<file path="config.mk">
export PLATFORM = sky130hd
export DESIGN_NAME = vga_ctr_display_flat
export DESIGN_NICKNAME = d
export VERILOG_FILES = /design/src/rtl/vga_ctr_display_if.sv /design/src/rtl/vga_ctr_display.sv /design/src/flat_wrapper.sv
export SDC_FILE = /design/constraint.sdc
export NUM_CORES = 1
export LEC_CHECK = 0
export ABC_AREA = 1
export BUFFER_PORTS_ARGS = -buffer_cell sky130_fd_sc_hd__buf_4
export CAP_MARGIN = 0
export CELL_PAD_IN_SITES_DETAIL_PLACEMENT = 1
export CELL_PAD_IN_SITES_GLOBAL_PLACEMENT = 2
export CORE_MARGIN = 2
export CORE_UTILIZATION = 35
export CTS_CLUSTER_SIZE = 28
export DETAILED_ROUTE_END_ITERATION = 12
export GPL_ROUTABILITY_DRIVEN = 0
export HOLD_SLACK_MARGIN = 0.02
export PLACE_DENSITY_LB_ADDON = 0.1
export SETUP_SLACK_MARGIN = 0.02
export SLEW_MARGIN = 20
export SYNTH_ARGS = -nofsm -noshare
export SYNTH_HDL_FRONTEND = slang
export SYNTH_SLANG_ARGS = --single-unit
</file>
<file path="constraint.sdc">
create_clock -name clk -period 2.01 [get_ports clk]
set_input_delay 0.201 -clock clk [delete_from_list [all_inputs] [get_ports clk]]
set_output_delay 0.201 -clock clk [all_outputs]
set_load 0.02 [all_outputs]
</file>
<file path="src/rtl/vga_ctr_display_if.sv">
// Iteration-count stream from the mandelbrot engine into the VGA display stage.
// The engine drives valid/ctr; the display answers with ready when its FIFO has room.
interface vga_ctr_display_if;
  logic       in_valid;
  logic       in_ready;
  logic [3:0] in_ctr;

  modport master (output in_valid, output in_ctr, input in_ready);
  modport slave  (input in_valid, input in_ctr, output in_ready);
endinterface

</file>
<file path="src/rtl/vga_ctr_display.sv">
// VGA display stage: buffers engine iteration counts in a small FIFO and paints each
// count as a PIXEL_REPEAT-wide block through a fixed palette, with raster timing,
// a frame-start pulse for the engine and a sticky FIFO underflow flag.
// PIXEL_REPEAT and FIFO_DEPTH must be powers of two (FIFO_DEPTH >= 2).
module vga_ctr_display #(
  parameter int H_ACTIVE     = 640,
  parameter int H_FRONT      = 16,
  parameter int H_SYNC       = 96,
  parameter int H_BACK       = 48,
  parameter int V_ACTIVE     = 480,
  parameter int V_FRONT      = 10,
  parameter int V_SYNC       = 2,
  parameter int V_BACK       = 33,
  parameter int PIXEL_REPEAT = 4,
  parameter int FIFO_DEPTH   = 8
) (
  input  logic             clk,
  input  logic             reset,
  vga_ctr_display_if.slave in_bus,
  output logic [1:0]       R,
  output logic [1:0]       G,
  output logic [1:0]       B,
  output logic             hsync,
  output logic             vsync,
  output logic             frame_start,
  output logic             underflow
);

  localparam int H_TOTAL = H_ACTIVE + H_FRONT + H_SYNC + H_BACK;
  localparam int V_TOTAL = V_ACTIVE + V_FRONT + V_SYNC + V_BACK;
  localparam int HW      = $clog2(H_TOTAL);
  localparam int VW      = $clog2(V_TOTAL);
  localparam int AW      = $clog2(FIFO_DEPTH);
  localparam int CW      = $clog2(FIFO_DEPTH + 1);
  localparam logic [HW-1:0] REP_MASK = HW'(PIXEL_REPEAT - 1);

  logic [HW-1:0] h_cnt;
  logic [VW-1:0] v_cnt;
  logic          h_last;
  logic          v_last;
  logic          active;
  logic          at_origin;
  logic          pop_req;

  logic [3:0]    mem [FIFO_DEPTH];
  logic [AW-1:0] wr_ptr;
  logic [AW-1:0] rd_ptr;
  logic [CW-1:0] count;
  logic          full;
  logic          empty;
  logic          push;
  logic          pop;

  logic [3:0]    pix;
  logic [3:0]    pix_next;
  logic [5:0]    rgb_next;

  assign h_last    = (h_cnt == HW'(H_TOTAL - 1));
  assign v_last    = (v_cnt == VW'(V_TOTAL - 1));
  assign active    = (h_cnt < HW'(H_ACTIVE)) && (v_cnt < VW'(V_ACTIVE));
  assign at_origin = (h_cnt == '0) && (v_cnt == '0);
  assign pop_req   = active && ((h_cnt & REP_MASK) == '0);

  assign full            = (count == CW'(FIFO_DEPTH));
  assign empty           = (count == '0);
  assign in_bus.in_ready = !full;
  assign push            = in_bus.in_valid && !full;
  assign pop             = pop_req && !empty;

  // Raster position: h wraps every line, v advances on each h wrap
  always_ff @(posedge clk or posedge reset) begin
    if (reset) begin
      h_cnt <= '0;
      v_cnt <= '0;
    end else if (h_last) begin
      h_cnt <= '0;
      v_cnt <= v_last ? '0 : v_cnt + 1'b1;
    end else begin
      h_cnt <= h_cnt + 1'b1;
    end
  end

  // FIFO storage needs no reset; emptiness is tracked by the count
  always_ff @(posedge clk) begin
    if (push) mem[wr_ptr] <= in_bus.in_ctr;
  end

  // FIFO pointers and occupancy; a simultaneous push and pop leaves count unchanged
  always_ff @(posedge clk or posedge reset) begin
    if (reset) begin
      wr_ptr <= '0;
      rd_ptr <= '0;
      count  <= '0;
    end else begin
      if (push) wr_ptr <= wr_ptr + 1'b1;
      if (pop)  rd_ptr <= rd_ptr + 1'b1;
      case ({push, pop})
        2'b10:   count <= count + 1'b1;
        2'b01:   count <= count - 1'b1;
        default: count <= count;
      endcase
    end
  end

  // Value shown for the current pixel: fresh FIFO head at a group start, black on underflow
  always_comb begin
    pix_next = pix;
    if (pop)          pix_next = mem[rd_ptr];
    else if (pop_req) pix_next = 4'hF;
  end

  // Palette lookup; 0xF is the in-set colour (black) and blanking is always black
  always_comb begin
    rgb_next = '0;
    if (active && (pix_next != 4'hF))
      rgb_next = {pix_next[3], pix_next[2], pix_next[2], pix_next[1], pix_next[1], pix_next[0]};
  end

  // Registered outputs, one cycle behind the raster counters
  always_ff @(posedge clk or posedge reset) begin
    if (reset) begin
      pix         <= 4'hF;
      R           <= '0;
      G           <= '0;
      B           <= '0;
      hsync       <= 1'b1;
      vsync       <= 1'b1;
      frame_start <= 1'b0;
      underflow   <= 1'b0;
    end else begin
      pix         <= pix_next;
      R           <= rgb_next[5:4];
      G           <= rgb_next[3:2];
      B           <= rgb_next[1:0];
      hsync       <= !((h_cnt >= HW'(H_ACTIVE + H_FRONT)) &&
                       (h_cnt <  HW'(H_ACTIVE + H_FRONT + H_SYNC)));
      vsync       <= !((v_cnt >= VW'(V_ACTIVE + V_FRONT)) &&
                       (v_cnt <  VW'(V_ACTIVE + V_FRONT + V_SYNC)));
      frame_start <= at_origin;
      underflow   <= (pop_req && empty) ? 1'b1 : (at_origin ? 1'b0 : underflow);
    end
  end

endmodule

</file>
<file path="src/flat_wrapper.sv">
// flat-port wrapper written by rule: the top's interface ports become plain ports
module vga_ctr_display_flat 
#(
  parameter int H_ACTIVE     = 640,
  parameter int H_FRONT      = 16,
  parameter int H_SYNC       = 96,
  parameter int H_BACK       = 48,
  parameter int V_ACTIVE     = 480,
  parameter int V_FRONT      = 10,
  parameter int V_SYNC       = 2,
  parameter int V_BACK       = 33,
  parameter int PIXEL_REPEAT = 4,
  parameter int FIFO_DEPTH   = 8
)
  (clk, reset, R, G, B, hsync, vsync, frame_start, underflow, in_bus_in_valid, in_bus_in_ctr, in_bus_in_ready);
  vga_ctr_display_if in_bus_i ();
  input  logic clk;
  input  logic reset;
  output logic [1:0] R;
  output logic [1:0] G;
  output logic [1:0] B;
  output logic hsync;
  output logic vsync;
  output logic frame_start;
  output logic underflow;
  input wire logic [$bits(in_bus_i.in_valid)-1:0] in_bus_in_valid;
  input wire logic [$bits(in_bus_i.in_ctr)-1:0] in_bus_in_ctr;
  output wire logic [$bits(in_bus_i.in_ready)-1:0] in_bus_in_ready;
  assign in_bus_i.in_valid = in_bus_in_valid;
  assign in_bus_i.in_ctr = in_bus_in_ctr;
  assign in_bus_in_ready = in_bus_i.in_ready;
  vga_ctr_display #(.H_ACTIVE(H_ACTIVE), .H_FRONT(H_FRONT), .H_SYNC(H_SYNC), .H_BACK(H_BACK), .V_ACTIVE(V_ACTIVE), .V_FRONT(V_FRONT), .V_SYNC(V_SYNC), .V_BACK(V_BACK), .PIXEL_REPEAT(PIXEL_REPEAT), .FIFO_DEPTH(FIFO_DEPTH)) u_core (.clk(clk), .reset(reset), .in_bus(in_bus_i), .R(R), .G(G), .B(B), .hsync(hsync), .vsync(vsync), .frame_start(frame_start), .underflow(underflow));
endmodule
</file>
### Yosys cells after proc, flatten, opt, wreduce, memory -nomap -nowiden

Memory sizes are Yosys's and may differ from the RTL's.
Cells that the tools add are included.

| operators by class | value |
|---|---|
| div/mod/pow operators | 0 |
| shifts and indexed selects | 0 |
| add/sub/neg operators | 6 |
| reduce and logical (&&, ||, !) cells | 19 |
| bitwise gates (word level) | 0 |
| eq/ne operators | 6 |
| mux-type cells | 10 |
| order comparisons | 6 |
| multipliers | 0 |

Operators by type and width:

| operator | number |
|---|---|
| $logic_not A10 Y1 | 3 |
| $add A10 B1 Y10 const B | 2 |
| $eq A10 B10 Y1 const B | 2 |
| $lt A10 B10 Y1 const B | 2 |
| $lt A10 B9 Y1 const B | 2 |
| $mux W10 | 2 |
| $ge A10 B10 Y1 const B | 1 |
| $ge A10 B9 Y1 const B | 1 |
| $logic_and A1 B1 Y1 | 9 |
| $mux W4 | 2 |
| $pmux W4 S2 | 1 |
| $add A3 B1 Y3 const B | 2 |
| $mux W6 | 1 |
| $add A4 B1 Y4 const B | 1 |
| $eq A4 B4 Y1 const B | 1 |
| $logic_not A1 Y1 | 4 |
| $logic_not A4 Y1 | 1 |
| $mux W1 | 4 |
| $ne A4 B4 Y1 const B | 1 |
| $reduce_bool A2 Y1 | 2 |
| $sub A4 B1 Y4 const B | 1 |
| $eq A2 B1 Y1 const B | 1 |
| $eq A2 B2 Y1 const B | 1 |

| word-level totals | value |
|---|---|
| logic and storage cells | 61 |
| latch bits | 0 |
| bits of input ports | 7 |
| register bits | 44 |
| memory bits (writable) | 32 |
| output and inout bits | 11 |
| memories kept | 1 |
| bits in read-only memories | 0 |

Memory list:

| memory | words | width | rd ports | clocked after Yosys merged registers in | write ports | RTL line | RTL |
|---|---|---|---|---|---|---|---|
| u_core.mem | 8 | 4 | 1 | 0 | 1 | vga_ctr_display.sv:45 | `logic [3:0] mem [FIFO_DEPTH];` |

### Longest topological paths before layout

Gate-level depths: netlist of run 1.

| logic depth | value |
|---|---|
| depth in word-level cells | 8 |
| depth in mapped cells | 14 |

### Worst setup path before layout of run 1

Ideal clock, no wire load.

| path | value |
|---|---|
| path kind | register to register |
| start | reg u_core.h_cnt[8] |
| end | reg u_core.count[1] |
| slack | 0.032 ns |
| cell stages (with the launch flop) | 10 |
| arrival | 1.854 ns |
| path buffers | 0 |
| period minus slack after synthesis | 1.978 ns |
| cell sequence | dfrtp_1 -> nand2_1 -> nand2_2 -> nor2_4 -> nand3_4 -> nor2_8 -> ha_1 -> xor2_1 -> ha_1 -> mux2_2 |

| between the ends | value |
|---|---|
| word-level cells in the longest chain between the ends | 6 |
| elaborated cells on any way between the ends | 8 |
| classes of those cells | order compare (1); eq/ne (2); mux (1); reduce/logical (4) |

RTL lines:

| what | RTL line | RTL |
|---|---|---|
| start: declaration | vga_ctr_display.sv:37 | `logic [HW-1:0] h_cnt;` |
| start signal: assignment | vga_ctr_display.sv:79 | `h_cnt <= h_cnt + 1'b1;` |
| $lt A10 B10 Y1 (*) | vga_ctr_display.sv:60 | `assign active = (h_cnt < HW'(H_ACTIVE)) && (v_cnt < VW'(V_ACTIVE));` |
| $logic_and A1 B1 Y1 (*) | vga_ctr_display.sv:60 |  |
| $logic_and A1 B1 Y1 (*) | vga_ctr_display.sv:62 | `assign pop_req = active && ((h_cnt & REP_MASK) == '0);` |
| $logic_and A1 B1 Y1 (*) | vga_ctr_display.sv:68 | `assign pop = pop_req && !empty;` |
| $eq A2 B1 Y1 or $eq A2 B2 Y1 (tied branches) | vga_ctr_display.sv:97 | `case ({push, pop})` |
| $pmux W4 S2 or $reduce_bool A2 Y1 (tied branches) | -- |  |
| end signal: assignment | vga_ctr_display.sv:98 | `2'b10: count <= count + 1'b1;` |
| end signal: assignment | vga_ctr_display.sv:99 | `2'b01: count <= count - 1'b1;` |
| end signal: assignment | vga_ctr_display.sv:100 | `default: count <= count;` |
| end: declaration | vga_ctr_display.sv:48 | `logic [CW-1:0] count;` |

Mark *: on every way between the ends. The rest lies on a longest branch, timed or not.
A chain may end at the register's enable or synchronous reset.

### Worst setup path in the final report of run 1

| path | value |
|---|---|
| start | reg u_core.h_cnt[8] |
| end | reg u_core.count[3] |

The elaborated chain is that of the path after synthesis.

==> results.md, run 1 <==
- R2r worst-path depth: 11
- WP data required: 2.23 ns
- RSZ-0062 raised after global routing: true
- Hold WC Path Type: in -> reg
- CP cell instances: nand2_2, nand2_2, nor2_4, nand3_4, nor2_8, ha_4, xor2_4, nand3_4, a21oi_4, o21ai_2, xor2_1
- Yosys Warn Count: 0
- Leak: 1.920 nW
- IR drop worst, VDD: 0.4492 mV
- Vias post-DR: 2658
- H-tree levels: 3
- Status: completed
- Clock Path Buffers: 2
- Clock Power Share: 21.9%
- Worst Max-Slew Pin Slew: 0.5743 ns
- Setup crit end kind: flop
- Max-slew violations: 0
- Synth Register Bits: 74
- Synth unique cells: 29
- DRC violation count after routing: 0
- Finished Layout Cells: 564
- DP Wirelength: 5.999 mm
- Boundary pin count: 18
- Detailed Routing Iterations Pass 1: 4
- Final Total Pwr: 4.739 mW
- Post-Place Worst Slack: -0.1459 ns
- Seq/Total Area, Yosys: 57.32%
- Clock Sink Count: 74
- Global route overflow: 0
- Final setup vio count: 0
- Routed wire length: 8.349 mm
- Final Hold Viols: 0
- Power Internal: 3.038 mW
- Vias in the first global route: 2756
- First-pass GRT wire length: 13.50 mm
- CORE AREA: 9774 sq um
- Slowest stage delay, CP: 0.41 ns
- Clock slew at reported path FFs: 0.08 ns
- Layout Skew: 0.01019 ns
- Clock latency on the worst-skew pair: 0.34 ns
- WS Path Type: reg -> reg
- Fin crit period: 1.946 ns
- Number of cells on the critical path: 11
- Post-Syn Area: 3523 sq um
- GRT Util Overall: 15.93%
- Critical path startpoint category: flop
- Clk root buf: clkbuf_8
- Placed Instances: 540
- Remaining antenna violation count: 0
- Cells after Synth: 372
- FP Rows: 36
- CP top delay family: simple AND/OR/NAND/NOR gates
- CTS Buf Count: 9
- Fin Hold WS: 0.09460 ns
- Avg Inst Size Synth: 9.471 sq um
- Height of the die: 104.3 microns
- Reg2Reg Setup Slack: 0.06 ns
- Switching Fraction: 35.89%
- Starting DRT DRC Count: 42
- FF-to-FF Start: u_core.h_cnt[8]
- Fin worst setup slack: 0.06384 ns
- Pwr Density: 1102 nW/um^2
- Port bufs: 17
- Slowest stage cell, crit path: dfrtp_1
- Effective utilization at floorplan: 36.05%
- Net Switching: 1.701 mW
- # diodes: 0
- Most common cell after layout, fill and taps aside: nand2_1
- Logic pwr share: 34.5%
- CTS tree: built
- Max-cap violation count: 0
- Most frequent cells in the layout: nand2_1, inv_1, buf_4
- Layout cells sized above 1: 25.52%
- Largest net degree at the start of global routing: 43
- Min-delay src: in_bus_in_ctr[2]
- Die area: 10890 sq um
- Reg2reg end: u_core.count[3]
- Worst Hold End: u_core.mem[0][2]
- Vias per cell: 4.713
- Worst Path Max Fanout: 3
- Nets: 442
- Critical path arrival: 2.17 ns
- Seq pwr share: 43.5%
- Syn_nets: 388
- Die W: 104.3 microns
- Initial antenna violation count: 0
- Syn-to-layout area delta: 22.02%
- Hold path depth: 1
- Tcrit/Tclk final: 96.82%
- CP Buf/Inv Count: 0
- Max Freq: 513.8 MHz
- WL/cell: 14.80 microns
- Max_slew headroom: 61.71%
power by group through the flow:
stage	clock network, mW	registers (mW)	logic [mW]
detailed placement	0	2.10	1.53
finish	1.04	2.06	1.64
global route	1.12	2.10	1.86
floorplan	0	2.11	1.00
global placement	0	2.09	1.49
CTS	1.07	2.07	1.56
registers in the layout (all words and copies together) (netlist names), 2 cells and up:
| register | count |
|---|---|
| u_core.mem | 32 |
| u_core.h_cnt | 10 |
| u_core.v_cnt | 10 |
| u_core.count | 4 |
| u_core.pix | 4 |
| u_core.rd_ptr | 3 |
| u_core.wr_ptr | 3 |
| u_core.R | 2 |
cell usage after synthesis:
cell | instances | area (sq um)
mux2_2 | 1 | 11.26
o21ai_0 | 13 | 65.06
a21oi_1 | 7 | 35.03
nand3_4 | 1 | 17.52
nand3_1 | 32 | 160.2
nor3_2 | 1 | 10.01
nor2_8 | 1 | 20.02
nor3_1 | 4 | 20.02
edfxtp_1 | 32 | 960.9
buf_2 | 2 | 10.01
o22ai_1 | 2 | 12.51
ha_1 | 9 | 112.6
inv_2 | 3 | 11.26
or2_2 | 1 | 6.260
nor2_4 | 2 | 22.52
clkinv_1 | 1 | 3.750
nand4_1 | 12 | 75.07
inv_4 | 1 | 6.260
buf_6 | 3 | 33.78
nand2_2 | 9 | 56.30
xnor2_1 | 1 | 8.760
inv_1 | 51 | 191.4
nand2_1 | 93 | 349.1
dfstp_2 | 6 | 157.7
nor2_1 | 29 | 108.9
dfrtp_1 | 36 | 900.9
xor2_1 | 14 | 122.6
nor4_1 | 3 | 18.77
buf_4 | 2 | 15.01
routing by layer:
metal | part of all wire [%] | GRT usage [%] | vias up | wire, microns
met5 | 0 | 0 | - | 0
met4 | 1.0 | 6.274 | 0 | 85
met3 | 2.0 | 2.256 | 6 | 168
met2 | 49 | 25.91 | 27 | 4074
met1 | 48 | 21.48 | 1319 | 4020
li1 | - | - | 1306 | -
how the worst max path moves through the flow:
stage	from	slack (ns)	to
2_1_floorplan	u_core.h_cnt[8]	0.03	u_core.count[1]
3_3_place_gp	u_core.h_cnt[8]	0.06	u_core.count[3]
3_5_place_dp	u_core.h_cnt[8]	-0.15	u_core.count[3]
4_1_cts	u_core.count[1]	0.05	u_core.count[2]
5_1_grt	u_core.h_cnt[9]	-0.04	u_core.count[3]
6_report	u_core.h_cnt[8]	0.06	u_core.count[3]
area by class of cell:
| type | instances | area (sq um) |
|---|---|---|
| multi-input cells | 235 | 1348 |
| clock buffers | 13 | 158.9 |
| repair buffers | 50 | 377.9 |
| inverters | 56 | 212.7 |
| flip-flops and latches | 74 | 2021 |
| clock inverters | 3 | 15.01 |
| fillers | 1166 | 5475 |
| well taps | 133 | 166.4 |
per-stage QoR:
stage / instance area (sq um) / util [%] / TNS [ns]
final: 4299 / 43.98 / 0
after floorplan: 3523 / - / 0
after CTS: 4177 / 42.73 / 0
after detailed placement: 3946 / 40.37 / -0.1586
after global routing: 4299 / 43.98 / -0.05053
after global placement: 3946 / 40.37 / 0
logic make-up after synthesis:
logic type / Yosys count / synth area share, %
AND/OR/NAND/NOR: 188 / 24.54
flip-flops: 74 / 57.32
buffers and inverters: 63 / 7.706
AO/OA/AOI/OAI: 22 / 3.196
XOR/XNOR: 15 / 3.729
adder cells (fa/ha/maj): 9 / 3.196
multiplexers: 1 / 0.3196
timing repair:
action,CTS,global route
endpoints found under the hold margin,11,0
pin swaps,3,3
resized for setup,8,19
hold buffers,1,0
endpoints found under the setup margin,3,15
buffers inserted,1,6
No activity file was read; power rests on OpenSTA's default activity.
==> run 2, diff against run 1 <==
--- a/config.mk
+++ b/config.mk
@@ -10,7 +10,6 @@
 export CAP_MARGIN = 0
 export CELL_PAD_IN_SITES_DETAIL_PLACEMENT = 1
 export CELL_PAD_IN_SITES_GLOBAL_PLACEMENT = 2
-export CORE_MARGIN = 2
 export CORE_UTILIZATION = 35
 export CTS_CLUSTER_SIZE = 28
 export DETAILED_ROUTE_END_ITERATION = 12
==> results.md, run 2 (synthesis results as in run 1) <==
- Status: completed (unchanged)
- Fin worst setup slack: 0.09541 ns (was 0.06384 ns)
- Max_slew headroom: 63.32% (was 61.71%)
- Worst Max-Slew Pin Slew: 0.5502 ns (was 0.5743 ns)
- Crit-path most repeated cell: nand2_2
- Height of the die: 102.3 microns (was 104.3 microns)
- CP top delay family: simple AND/OR/NAND/NOR gates (unchanged)
- Detailed Routing Iterations Pass 1: 4 (unchanged)
- Starting DRT DRC Count: 57 (was 42)
- WP data required: 2.24 ns (was 2.23 ns)
- Register area: 2019 sq um (was 2021 sq um)
- Final Hold Viols: 0 (unchanged)
- Slowest stage delay, CP: 0.43 ns (was 0.41 ns)
- Multi-input logic area: 1272 sq um (was 1348 sq um)
- Boundary pin count: 18 (unchanged)
- Slowest stage cell, crit path: dfrtp_1 (unchanged)
- Largest net degree at the start of global routing: 43 (unchanged)
- Layout Skew: 0.01591 ns (was 0.01019 ns)
- Met1 Use GR: 24.70% (was 21.48%)
- Clk root buf: clkbuf_8 (unchanged)
- Most common cell after layout, fill and taps aside: nand2_1 (unchanged)
- Clock Sink Count: 74 (unchanged)
- Most frequent cells in the layout: nand2_1, inv_1, buf_4 (unchanged)
- Routed wire length: 7.957 mm (was 8.349 mm)
- RSZ-0062 raised after global routing: true (unchanged)
- Leak: 1.868 nW (was 1.920 nW)
- CTS Buf Count: 9 (unchanged)
- Vias in the first global route: 2637 (was 2756)
- Clock slew at reported path FFs: 0.09 ns (was 0.08 ns)
- H-tree levels: 3 (unchanged)
- Post-route cell area: 4185 sq um (was 4299 sq um)
- Fin util: 42.82% (was 43.98%)
- Met2 Use GR: 26.79% (was 25.91%)
- Vias post-DR: 2577 (was 2658)
- First-pass GRT wire length: 13.37 mm (was 13.50 mm)
- Dpl cell area: 3939 sq um (was 3946 sq um)
- DRC violation count after routing: 0 (unchanged)
- Fillers: 1154 (was 1166)
- Final Total Pwr: 4.679 mW (was 4.739 mW)
- WL/cell: 14.29 microns (was 14.80 microns)
- Max FFs per register: 32 (unchanged)
- Nets: 435 (was 442)
- Max-cap violation count: 0 (unchanged)
- Port bufs: 17 (unchanged)
- Layout cells sized above 1: 21.23% (was 25.52%)
- Grt peak-use layer: met2 (unchanged)
- Critical path arrival: 2.14 ns (was 2.17 ns)
- CP Buf/Inv Count: 1 (was 0)
- Syn-to-layout area delta: 18.79% (was 22.02%)
- Largest Register: u_core.mem (unchanged)
- Max Freq: 522.3 MHz (was 513.8 MHz)
- Setup crit end kind: flop (unchanged)
- Max-slew violations: 0 (unchanged)
- Hold WC Path Type: in -> reg (unchanged)
- Placed Instances: 539 (was 540)
- IR drop worst, VDD: 0.5262 mV (was 0.4492 mV)
- Finished Layout Cells: 557 (was 564)
- CORE AREA: 9774 sq um (unchanged)
- Initial antenna violation count: 0 (unchanged)
- Die area: 10470 sq um (was 10890 sq um)
- Pwr Density: 1118 nW/um^2 (was 1102 nW/um^2)
- Clock latency on the worst-skew pair: 0.34 ns (about the same)
- Remaining antenna violation count: 0 (unchanged)
- Post-route setup TNS: 0 ns (unchanged)
- Fin Hold WS: 0.09395 ns (was 0.09460 ns)
- CTS tree: built (unchanged)
- Vias per cell: 4.627 (was 4.713)
- Post-Place Worst Slack: 0.007867 ns (was -0.1459 ns)
- Clock Path Buffers: 2 (unchanged)
- Critical path startpoint category: flop (unchanged)
- # diodes: 0 (unchanged)
- Global route overflow: 0 (unchanged)
- Final setup vio count: 0 (unchanged)
- Biggest registers after layout: u_core.mem (32), u_core.h_cnt (10), u_core.v_cnt (10) (unchanged)
- Met3 global-route usage: 2.257% (was 2.256%)
- GRT Util Overall: 17.34% (was 15.93%)
- Worst Path Max Fanout: 8 (was 3)
- WS Path Type: reg -> reg (unchanged)
- DP Wirelength: 5.877 mm (was 5.999 mm)
- Die W: 102.3 microns (was 104.3 microns)
- CP cell instances: nand2_2, nand2_2, nor2_4, nand3_4, nor2_8, buf_4, ha_1, nand3_1, a21oi_1, o21ai_0, xor2_1 (was nand2_2, nand2_2, nor2_4, nand3_4, nor2_8, ha_4, xor2_4, nand3_4, a21oi_4, o21ai_2, xor2_1)
- Fin crit period: 1.915 ns (was 1.946 ns)
- Effective utilization at floorplan: 36.05% (unchanged)
- FP Rows: 36 (unchanged)
- Tcrit/Tclk final: 95.25% (was 96.82%)
-- run 2: per-layer routing --
layer	routed length [microns]	vias to the layer above	part of all wire, %
met5	0	-	0
met1	3971	1258	50
met2	3782	20	48
met3	114	8	1.4
li1	-	1291	-
met4	89	0	1.1
-- run 2: worst paths after layout --
check	start	to	slack, ns	depth (start not counted)
max	u_core.h_cnt[8]	u_core.count[3]	0.1	11
min	in_bus_in_ctr[0]	u_core.mem[1][0]	0.09	1
max reg2reg	u_core.h_cnt[8]	u_core.count[3]	0.1	11
min reg2reg	u_core.v_cnt[6]	u_core.v_cnt[6]	0.51	1
max in group asynchronous	reset	u_core.pix[3]	1.06	4
min in group asynchronous	reset	u_core.v_cnt[4]	0.55	4
-- run 2: report_power, final --
| group | switching, mW | total [mW] | internal, mW |
|---|---|---|---|
| Clock | 0.546 | 1.12 | 0.571 |
| Sequential | 0.170 | 2.07 | 1.90 |
| Combinational | 0.924 | 1.49 | 0.570 |
-- run 2: repair_timing --
item,4_1_cts,5_1_grt
hold buffers,1,0
buffers inserted,0,1
endpoints found under the hold margin,27,0
gates resized for setup,3,7
gates cloned,0,0
endpoints found under the setup margin,3,16
pin swaps,0,1
-- run 2: final cells by class --
type,instances,share of cell area [%]
Inverter,56,5.112
Clock buffer,11,3.139
Timing Repair Buffer,43,7.773
Tap cell,133,3.976
Clock inverter,5,1.345
Multi-Input combinational cell,235,30.40
Sequential cell,74,48.25
